## src/rtl/xbar_pkg.sv

```systemverilog
// Shared crossbar definitions: AXI response codes, output-register states, index-width helper.
// Imported by the B/AW/AR schedulers and their round-robin pickers.
package xbar_pkg;

  localparam logic [1:0] RESP_OKAY   = 2'b00;
  localparam logic [1:0] RESP_EXOKAY = 2'b01;
  localparam logic [1:0] RESP_SLVERR = 2'b10;
  localparam logic [1:0] RESP_DECERR = 2'b11;

  typedef enum logic {
    OUT_EMPTY = 1'b0,
    OUT_FULL  = 1'b1
  } out_state_e;

  // Width of a binary index over n items; never narrower than one bit.
  function automatic int idx_width(input int n);
    return (n > 1) ? $clog2(n) : 1;
  endfunction

endpackage

```

## src/rtl/rr_picker.sv

```systemverilog
// Round-robin first-one search starting at ptr and wrapping modulo NUM_SRC.
// Latency: purely combinational, zero cycles.
// Backpressure: none; the caller decides whether the grant is consumed.
module rr_picker #(
  parameter int NUM_SRC = 4,
  parameter int IDX_W   = 2
) (
  input  logic [NUM_SRC-1:0] req,
  input  logic [IDX_W-1:0]   ptr,
  output logic [NUM_SRC-1:0] gnt,
  output logic [IDX_W-1:0]   sel,
  output logic               any
);

  logic found;

  function automatic logic [IDX_W-1:0] wrap_add(input logic [IDX_W-1:0] p, input int k);
    int s;
    s = int'(p) + k;
    if (s >= NUM_SRC) s = s - NUM_SRC;
    return IDX_W'(s);
  endfunction

  always_comb begin
    gnt   = '0;
    sel   = '0;
    found = 1'b0;
    any   = |req;
    for (int k = 0; k < NUM_SRC; k++) begin
      if (!found && req[wrap_add(ptr, k)]) begin
        found               = 1'b1;
        gnt[wrap_add(ptr, k)] = 1'b1;
        sel                 = wrap_add(ptr, k);
      end
    end
  end

endmodule

```

## src/rtl/b_resp_arbiter.sv

```systemverilog
// Shares one AXI B channel among NUM_SRC FWFT response FIFOs, round-robin, and counts error responses.
// Latency: one cycle from a non-empty FIFO front to BVALID; one response per cycle sustained.
// Backpressure: while BVALID is held without BREADY nothing is popped and the grant stays locked.
module b_resp_arbiter
  import xbar_pkg::*;
#(
  parameter int ID_WIDTH  = 4,
  parameter int NUM_SRC   = 4,
  parameter int CNT_WIDTH = 8,
  localparam int IDX_W    = idx_width(NUM_SRC)
) (
  input  logic                         clk,
  input  logic                         rst,
  input  logic [NUM_SRC-1:0]           src_empty,
  input  logic [NUM_SRC*ID_WIDTH-1:0]  src_BID,
  input  logic [NUM_SRC*2-1:0]         src_BRESP,
  output logic [NUM_SRC-1:0]           src_pop,
  output logic                         BVALID,
  output logic [ID_WIDTH-1:0]          BID,
  output logic [1:0]                   BRESP,
  input  logic                         BREADY,
  output logic [IDX_W-1:0]             grant_idx,
  output logic [CNT_WIDTH-1:0]         err_cnt
);

  out_state_e          state_q, state_d;
  logic [IDX_W-1:0]    ptr;
  logic [NUM_SRC-1:0]  req, gnt;
  logic [IDX_W-1:0]    sel;
  logic                any, free, load, err_hs;
  logic [ID_WIDTH-1:0] sel_bid;
  logic [1:0]          sel_resp;

  assign req    = ~src_empty;
  assign BVALID = (state_q == OUT_FULL);
  assign free   = !BVALID || BREADY;
  assign load   = free && any;
  // Gating with rst keeps the FIFOs untouched while the block is held in reset.
  assign src_pop = (load && !rst) ? gnt : '0;
  assign err_hs  = BVALID && BREADY && (BRESP == RESP_SLVERR || BRESP == RESP_DECERR);

  rr_picker #(
    .NUM_SRC (NUM_SRC),
    .IDX_W   (IDX_W)
  ) u_picker (
    .req (req),
    .ptr (ptr),
    .gnt (gnt),
    .sel (sel),
    .any (any)
  );

  always_comb begin
    sel_bid  = '0;
    sel_resp = '0;
    for (int i = 0; i < NUM_SRC; i++) begin
      if (gnt[i]) begin
        sel_bid  = src_BID[i*ID_WIDTH +: ID_WIDTH];
        sel_resp = src_BRESP[i*2 +: 2];
      end
    end
  end

  always_comb begin
    state_d = state_q;
    if (load)        state_d = OUT_FULL;
    else if (BREADY) state_d = OUT_EMPTY;
  end

  always_ff @(posedge clk or posedge rst) begin
    if (rst) state_q <= OUT_EMPTY;
    else     state_q <= state_d;
  end

  always_ff @(posedge clk or posedge rst) begin
    if (rst) begin
      BID       <= '0;
      BRESP     <= '0;
      grant_idx <= '0;
      ptr       <= '0;
    end else if (load) begin
      BID       <= sel_bid;
      BRESP     <= sel_resp;
      grant_idx <= sel;
      ptr       <= (sel == IDX_W'(NUM_SRC-1)) ? '0 : sel + 1'b1;
    end
  end

  always_ff @(posedge clk or posedge rst) begin
    if (rst)                           err_cnt <= '0;
    else if (err_hs && err_cnt != '1)  err_cnt <= err_cnt + 1'b1;
  end

endmodule

```

## config.mk

```make
export PLATFORM = sky130hd
export DESIGN_NAME = b_resp_arbiter
export DESIGN_NICKNAME = d
export VERILOG_FILES = /design/src/rtl/xbar_pkg.sv /design/src/rtl/rr_picker.sv /design/src/rtl/b_resp_arbiter.sv
export SDC_FILE = /design/constraint.sdc
export NUM_CORES = 1
export LEC_CHECK = 0
export CORE_AREA = 4 4 72 68
export CTS_CLUSTER_SIZE = 10
export DETAILED_ROUTE_END_ITERATION = 10
export DIE_AREA = 0 0 76 72
export GPL_ROUTABILITY_DRIVEN = 0
export MAX_ROUTING_LAYER = met4
export PLACE_DENSITY = 0.74
export SLEW_MARGIN = 20
export SYNTH_ARGS = -nofsm -noshare
export SYNTH_HDL_FRONTEND = slang
export SYNTH_SLANG_ARGS = --single-unit
```

## constraint.sdc

```tcl
create_clock -name clk -period 5.2 [get_ports clk]
set_input_delay 1.56 -clock clk [delete_from_list [all_inputs] [get_ports clk]]
set_output_delay 1.56 -clock clk [all_outputs]
set_load 0.02 [all_outputs]
```

# [Yosys cells after proc, flatten, opt, wreduce, memory -nomap -nowiden]
# Index checks and enable logic that the tools add are counted.
[classes] add_sub_neg=9 n_lt_le_gt_ge=16 n_eq_ne=4 mux=47 bitwise=4 reduce_logical=21
[ops] operator="4-bit two-way mux" n=9
[ops] operator="2-bit two-way mux" n=17
[ops] operator="2-bit by 3-bit less-than comparator with 1-bit output (second input constant)" n=8
[ops] operator="1-bit two-way mux" n=13
[ops] operator="1-bit logical AND" n=12
[ops] operator="4-bit OR" n=3
[ops] operator="3-bit >= comparator (second input constant)" n=3
[ops] operator="8-bit by 1-bit adder with 8-bit output (second input constant)" n=1
[ops] operator="1-bit binary-select mux with 2-bit select" n=4
[ops] operator="1-bit demux with 2-bit select" n=4
[ops] operator="2-bit by 1-bit >= comparator with 1-bit output (second input constant)" n=4
[ops] operator="8-bit inequality test (second input constant)" n=1
[ops] operator="2-bit by 1-bit subtractor with 2-bit output (second input constant)" n=4
[ops] operator="2-bit by 2-bit adder with 3-bit output (second input constant)" n=2
[ops] operator="2-bit == test (second input constant)" n=3
[ops] operator="1-bit logical NOT" n=5
[ops] operator="4-bit NOT" n=1
[ops] operator="4-bit OR reduction" n=1
[ops] operator="2-bit by 1-bit adder with 3-bit output (second input constant)" n=1
[ops] operator="2-bit by 3-bit >= comparator with 1-bit output (second input constant)" n=1
[ops] operator="2-bit by 1-bit adder with 2-bit output (second input constant)" n=1
[ops] operator="1-bit logical OR" n=2
[ops] operator="2-bit nonzero test" n=1
[totals] register_bits=19 in_bits=31 output_inout_bits=21 elab_cells=107

# [Depth between registers and ports, before layout]
# Gate-level depths: netlist of run 1.
[depth] word_depth=24 depth_mapped=12 depth_no_buf=8

# [Cells and area by module]
# From an unflattened synthesis of run 1, not the netlist that was laid out.
[hier_totals] cells_unflattened=165 area_unflattened_um2=1486.4
[by_module_without_submodules] mod="b_resp_arbiter" instances=1 cells_per_inst=116 area_each_um2=1074.8 seq_area_each_um2=475.5
[by_module_without_submodules] mod="rr_picker" instances=1 cells_per_inst=49 area_each_um2=411.6 seq_area_each_um2=0.0

# [Worst setup path before layout of run 1]
# No wires, ideal clock.
[synth_timing] kind="input to output" from="input src_empty[2]" to="output src_pop[3]" arrival_time_ps=3327 required_ps=3640 path_slack_ps=313 path_stages=8 n_path_buf=3 cell_sequence="buf_2 mux4_2 buf_6 nand2b_1 a31oi_1 a21oi_2 buf_6 nor3_1"
[synth_via] elab_chain_cells=14 word_cells_on_any_way=29 classes_between="mux: 16; bitwise: 4; reduce/logical: 9"
[synth_rtl] item="from (decl)" line="b_resp_arbiter.sv:14" text="input logic [NUM_SRC-1:0] src_empty,"
[synth_rtl] item="4-bit NOT (*)" line="b_resp_arbiter.sv:34" text="assign req = ~src_empty;"
[synth_rtl] item="1-bit binary-select mux with 2-bit select" line="rr_picker.sv:30" text="if (!found && req[wrap_add(ptr, k)]) begin"
[synth_rtl] item="1-bit two-way mux (implied by the code)" line="rr_picker.sv:30"
[synth_rtl] item="1-bit two-way mux" line="rr_picker.sv:30"
[synth_rtl] item="1-bit logical NOT" line="rr_picker.sv:30"
[synth_rtl] item="1-bit logical AND" line="rr_picker.sv:30"
[synth_rtl] item="1-bit two-way mux" line="rr_picker.sv:30"
[synth_rtl] item="1-bit logical NOT" line="rr_picker.sv:30"
[synth_rtl] item="1-bit logical AND" line="rr_picker.sv:30"
[synth_rtl] item="1-bit two-way mux" line="rr_picker.sv:30"
[synth_rtl] item="1-bit logical NOT" line="rr_picker.sv:30"
[synth_rtl] item="1-bit logical AND" line="rr_picker.sv:30"
[synth_rtl] item="4-bit two-way mux" line="rr_picker.sv:30"
[synth_rtl] item="4-bit two-way mux (*)" line="b_resp_arbiter.sv:39" text="assign src_pop = (load && !rst) ? gnt : '0;"
[synth_rtl] item="to (decl)" line="b_resp_arbiter.sv:17" text="output logic [NUM_SRC-1:0] src_pop,"
# Mark *: on every way between the ends. The rest lies on a longest branch, timed or not. The select of a mux whose other input is x is not followed.

# [Worst setup path after layout of run 1]
[layout_timing] from="input src_empty[2]" to="output src_pop[1]"
# Same word-level chain as after synthesis.

==> impl_metrics.toml, run 1 <==
[cts]
cts_tree = "done"
clkSlewWorstSetupHoldPaths_ns = 0.07
clock-sinks = 19
cts_hold_buf = 0
htreeDepth = 1
clk_latency_ns = 0.26
cts_buffers = 3
clk_path_buf_depth = 2
cts-root-buf = "clkbuf_8"

[status]
outcome = "finished, final reports clean"

[worst_setup_path]
cp_top_family = "buffers and inverters"
cp-end-kind = "output pin"
path_buf_inv = 3
cp_max_fo = 8
crit_arrival_ns = 3.53
critical_path_class = "in2out"
worstPathCellList = "clkdlybuf4s50_1 -> mux4_2 -> buf_4 -> nand3b_1 -> a21oi_2 -> a221oi_2 -> nor3_1 -> clkdlybuf4s15_1"
slowest_stage = "mux4_2"
cp.required_ns = 3.64
slowest_delay_ns = 0.58
start_kind = "primary input"

[final_layout]
areaGrowthSynthToFinish_pct = 45.5
drive_above_1_share_pct = 22.1
n_antenna_cell = 0
final_cells = 294
final-seq-area_um2 = 475
final_nets = 281
fillers = 383
multi_input_area_um2 = 992

[synth]
syn_area_per_cell_um2 = 9.34
yosys.area.top_type_share_pct = 29.4
synth_ff_type = "dfrtp_1"
synth_seq_area_share_pct = 29.4
yosys.area.top_type = "dfrtp_1"
synthTopCellsByCount = "19 x dfrtp_1, 17 x inv_1, 15 x nand2_1, 11 x nand2b_1, 8 x nand3_1"
synth-async-reset-ratio_pct = 100
ys_types = 45
ys_ff_latch = 19
synth.most_common_cell = "dfrtp_1"
synth_nets = 209
synth_edf_count = 0
netlist_area_mm2 = 0.00162
synthTopCellsByArea = "dfrtp_1 29%, a221oi_2 6.5%, o2111a_1 4.9%"
synth_cells = 173
yosys_warnings = 0

[pwr]
peakVddDrop_v = 0.000255
leakage_nw = 1.01
switchingPower_uw = 596
pwr_density_cell_mw_per_mm2 = 561
p_clk_share_pct = 8.0
netSwitchingFraction_pct = 45.3
pwr-share-comb_pct = 71.3
p_int_uw = 721
power_frac_seq_pct = 20.7

[global_route]
grt_pass1_wl_um = 7130
grt_overflow = 0
grt_max_degree = 20
grt_usage_pct = 16.0
antenna_found_initial = 0
first_global_vias = 1545

[sta]
slew_headroom_pct = 65.2
max_freq_ghz = 0.196
finalCriticalPeriod_ns = 5.09
clock_skew_ns = 0.00211
hold_viol = 0
drv_slew = 0
fin_setup_tns_ns = 0
fin_crit_sh_pct = 97.9
setup_violations = 0
worst_pin_slew_ns = 0.516
rsz0062_at_grt = "false"

[place]
numPortBuffers = 51
placedCellCount = 280
detailed_place_hpwl_um = 3180

[routing]
ant_nets = 0
drt_first_iter_violations = 119
drc = 0
routed_wl_um = 4270
wl_per_cell_um = 14.5
drt-pass1-iter-count = 5
vias = 1592
route.detailed.vias_per_inst = 5.41

[floorplan]
core_area_mm2 = 0.00423
die_y_um = 72
start_util_pct = 38.2
rows = 23
die_w_um = 76
dieArea_mm2 = 0.00547
ios = 52

[hold_path]
hold_path.class = "reg2reg"

[job]
cap_violations = 0
-- path summary, 6_finish.rpt --
| check | end | slack (ns) | cells after the start | start |
|---|---|---|---|---|
| worst min-delay path | grant_idx[0] | 0.50 | 2 | grant_idx[0] |
| worst max register to register | BRESP[1] | 2.01 | 10 | ptr[1] |
| worst min register to register | grant_idx[0] | 0.50 | 2 | grant_idx[0] |
| worst max-delay path | src_pop[1] | 0.11 | 8 | src_empty[2] |
| min in group asynchronous | BRESP[1] | 1.75 | 3 | rst |
| max in group asynchronous | async pin | 3.25 | 3 | rst |
-- worst min-delay path, cell delays in order (launching register included) --
cell and delay (ns):
dfrtp_1 0.36, nand2_1 0.05, nand2_1 0.06
-- cell families after synthesis --
kind of cell	after synthesis	share of synthesized area, %
compound gates	44	26.4
xor+xnor	8	4.34
fa+ha+maj	5	3.87
buf+inv	30	9.14
flops	19	29.4
mux	3	4.18
simple gates	64	22.6
-- registers in the layout, indices dropped and copies added (netlist names), named ones only --
register	flops
err_cnt	8
BID	4
BRESP	2
grant_idx	2
BVALID	1
ptr	1
-- metrics by stage --
| step | utilization (%) | setup slack, ns | hold slack (ns) | cell area (um^2) | power, mW |
|---|---|---|---|---|---|
| after floorplan | - | 0.313 | 0.590 | 1620 | 0.914 |
| after global placement | 53.0 | -0.175 | 0.467 | 2240 | 1.17 |
| after detailed placement | 53.0 | -0.217 | 0.479 | 2240 | 1.18 |
| after CTS | 55.2 | 0.0621 | 0.498 | 2340 | 1.29 |
| after global routing | 55.5 | 0.0218 | 0.510 | 2350 | 1.42 |
| final | 55.5 | 0.109 | 0.497 | 2350 | 1.32 |
-- power groups by stage --
stage / Clock, mW / Sequential [mW] / Combinational, mW
finish: 0.105 / 0.273 / 0.939
global route: 0.115 / 0.284 / 1.02
CTS: 0.109 / 0.274 / 0.912
detailed placement: 0 / 0.274 / 0.907
global placement: 0 / 0.273 / 0.895
floorplan: 0 / 0.323 / 0.592
-- metal layers --
layer / wire (um) / vias to the layer above / track usage [%]
met5: 0 / - / -
met4: 48 / 0 / 3.36
met3: 276 / 8 / 4.96
met2: 1990 / 53 / 25.2
met1: 1960 / 751 / 20.4
li1: - / 780 / -
-- placed cells by master (no fill, tap or decap), drive strengths merged, types with 2 or more instances in the layout --
master / instances
nand4: 4
a221oi: 9
mux4: 3
nor3: 4
o22ai: 6
nand2b: 12
nor2b: 2
nand3: 9
xnor2: 5
and3b: 2
clkbuf: 6
and3: 2
dfrtp: 19
buf: 28
a21oi: 6
clkdlybuf4s50: 47
o21ai: 4
nand3b: 4
a31oi: 2
nor3b: 2
inv: 18
xor2: 3
o2111a: 7
nor2: 7
ha: 5
nand2: 15
-- repair_timing --
action | 4_1_cts | 5_1_grt
gates cloned | 0 | 0
gates resized for setup | 4 | 9
buffers inserted | 7 | 3
endpoints found under the setup margin | 4 | 4
pin swaps | 1 | 1
-- final cells by class --
| type | instances | area share, % |
|---|---|---|
| flip-flops and latches | 19 | 20.2 |
| inverters | 18 | 2.88 |
| multi-input cells | 124 | 42.2 |
| clock buffers | 3 | 1.76 |
| repair buffers | 79 | 30.0 |
| well taps | 50 | 2.66 |
| clock inverters | 1 | 0.213 |
Note: power is estimated with default switching activity, not from simulation.
==> run 2, diff against run 1 <==
--- a/config.mk
+++ b/config.mk
@@ -12,7 +12,6 @@
 export GPL_ROUTABILITY_DRIVEN = 0
 export MAX_ROUTING_LAYER = met4
 export PLACE_DENSITY = 0.74
-export SLEW_MARGIN = 20
 export SYNTH_ARGS = -nofsm -noshare
 export SYNTH_HDL_FRONTEND = slang
 export SYNTH_SLANG_ARGS = --single-unit
==> results of run 2 <==
Final layout, timing and power as in run 1 (identical DEF).
==> run 3, diff against run 2 <==
--- a/config.mk
+++ b/config.mk
@@ -5,10 +5,10 @@
 export SDC_FILE = /design/constraint.sdc
 export NUM_CORES = 1
 export LEC_CHECK = 0
-export CORE_AREA = 4 4 72 68
+export CORE_AREA = 4 4 50 97
 export CTS_CLUSTER_SIZE = 10
 export DETAILED_ROUTE_END_ITERATION = 10
-export DIE_AREA = 0 0 76 72
+export DIE_AREA = 0 0 54 101
 export GPL_ROUTABILITY_DRIVEN = 0
 export MAX_ROUTING_LAYER = met4
 export PLACE_DENSITY = 0.74
==> impl_metrics.toml, run 3 (synthesized netlist as in run 1, its figures left out) <==
[status]
outcome = "finished, final reports clean"

[hold_path]
whs_path_depth = 2
hold_path.class = "reg2reg"

[pwr]
pwr_density_cell_mw_per_mm2 = 572
leakage_nw = 1.00
peakVddDrop_v = 0.000381

[routing]
route.detailed.vias_per_inst = 5.43
routed_wl_um = 4450
wl_per_cell_um = 15.3
drc = 0
ant_nets = 0
vias = 1581
drt_first_iter_violations = 46
drt-pass1-iter-count = 4

[worst_setup_path]
cp.required_ns = 3.64
cp-end-kind = "output pin"
crit_arrival_ns = 3.60
critical_path_class = "in2out"
reg2regPathDepth = 10
cp_max_fo = 5
start_kind = "primary input"

[job]
cap_violations = 0

[place]
detailed_place_hpwl_um = 3490
place_ws_ns = -0.270
numPortBuffers = 51
placedCellCount = 282

[cts]
cts_hold_buf = 0
clkSlewWorstSetupHoldPaths_ns = 0.07
cts_tree = "done"
htreeDepth = 1
clk_latency_ns = 0.26
clock-sinks = 19
cts_buffers = 3
cts-root-buf = "clkbuf_8"
clk_path_buf_depth = 2

[sta]
setup_violations = 0
setup_slack_ns = 0.0364
drv_slew = 0
max_freq_ghz = 0.194
finalCriticalPeriod_ns = 5.16
slew_headroom_pct = 53.2
worst_pin_slew_ns = 0.693
fin_crit_sh_pct = 99.3
clock_skew_ns = 0.000701
hold_viol = 0

[floorplan]
core_area_mm2 = 0.00409
die_w_um = 54
start_util_pct = 39.5
ios = 52
rows = 33
dieArea_mm2 = 0.00545
die_y_um = 101

[global_route]
grt_pass1_wl_um = 7050
antenna_found_initial = 0
grt_usage_pct = 17.8
grt_overflow = 0
grt_max_degree = 20
first_global_vias = 1600

[final_layout]
final_common_cell = "clkdlybuf4s50_1"
areaGrowthSynthToFinish_pct = 44.5
reg_top3 = "err_cnt: 8 flops, BID: 4 flops"
final_cell_mix = "46 x clkdlybuf4s50_1, 23 x buf_4, 19 x dfrtp_1"
fillers = 365
final_nets = 276
regMostFlops = "err_cnt"
final_cells = 291
n_antenna_cell = 0
drive_above_1_share_pct = 20.5
largest_reg_flops = 8
## run 3: final cells by class
| type | count | area, um^2 | share of cell area, % |
|---|---|---|---|
| Sequential cell | 19 | 475 | 20.4 |
| Multi-Input combinational cell | 124 | 996 | 42.7 |
| Clock inverter | 1 | 7.51 | 0.322 |
| Inverter | 18 | 72.6 | 3.11 |
| Tap cell | 52 | 65.1 | 2.79 |
| Timing Repair Buffer | 74 | 676 | 29.0 |
| Clock buffer | 3 | 41.3 | 1.77 |
## run 3: where the power goes
| part | switching, mW | internal [mW] |
|---|---|---|
| Combinational | 0.501 | 0.466 |
| Clock | 0.0522 | 0.0541 |
| Sequential | 0.0514 | 0.210 |
| Total | 0.604 | 0.730 |
## run 3: repair_timing
action | CTS | global route
resized for setup | 10 | 8
gates cloned | 0 | 0
endpoints found under the setup margin | 4 | 4
buffers inserted | 2 | 3
## run 3: critical path, stage by stage
cell and delay, ns:
clkdlybuf4s50_1 0.47, mux4_2 0.57, nand2b_1 0.20, a31oi_1 0.21
a21o_1 0.13, and3_1 0.15, clkdlybuf4s15_1 0.31
## run 3: per-layer routing
layer  track usage (%)  vias up  share of wire (%)
met5                 -        -                  0
met4              11.7        0                3.2
met3              1.33        9                4.5
met2              30.1       55                 54
met1              19.0      740                 38
li1                  -      777                  -
## run 3: final timing paths
check,to,from,slack [ns]
worst max-delay path,src_pop[0],src_empty[2],0.04
worst min-delay path,grant_idx[1],grant_idx[1],0.48
worst max register to register,BID[0],flip-flop,2.15
worst min register to register,grant_idx[1],grant_idx[1],0.48
max in group asynchronous,BID[3],rst,3.25
min in group asynchronous,ptr[1],rst,1.75
## run 3: through the flow
stage	total power [mW]	util, %	hold WS, ns	cell area, um^2	setup TNS, ns
6_report	1.33	57.1	0.483	2330	0
5_1_grt	1.44	57.1	0.530	2330	-0.0720
4_1_cts	1.31	56.5	0.495	2310	0
3_5_place_dp	1.18	54.9	0.478	2250	-0.957
3_3_place_gp	1.17	54.9	0.468	2250	-0.792
2_1_floorplan	0.914	-	0.590	1620	0
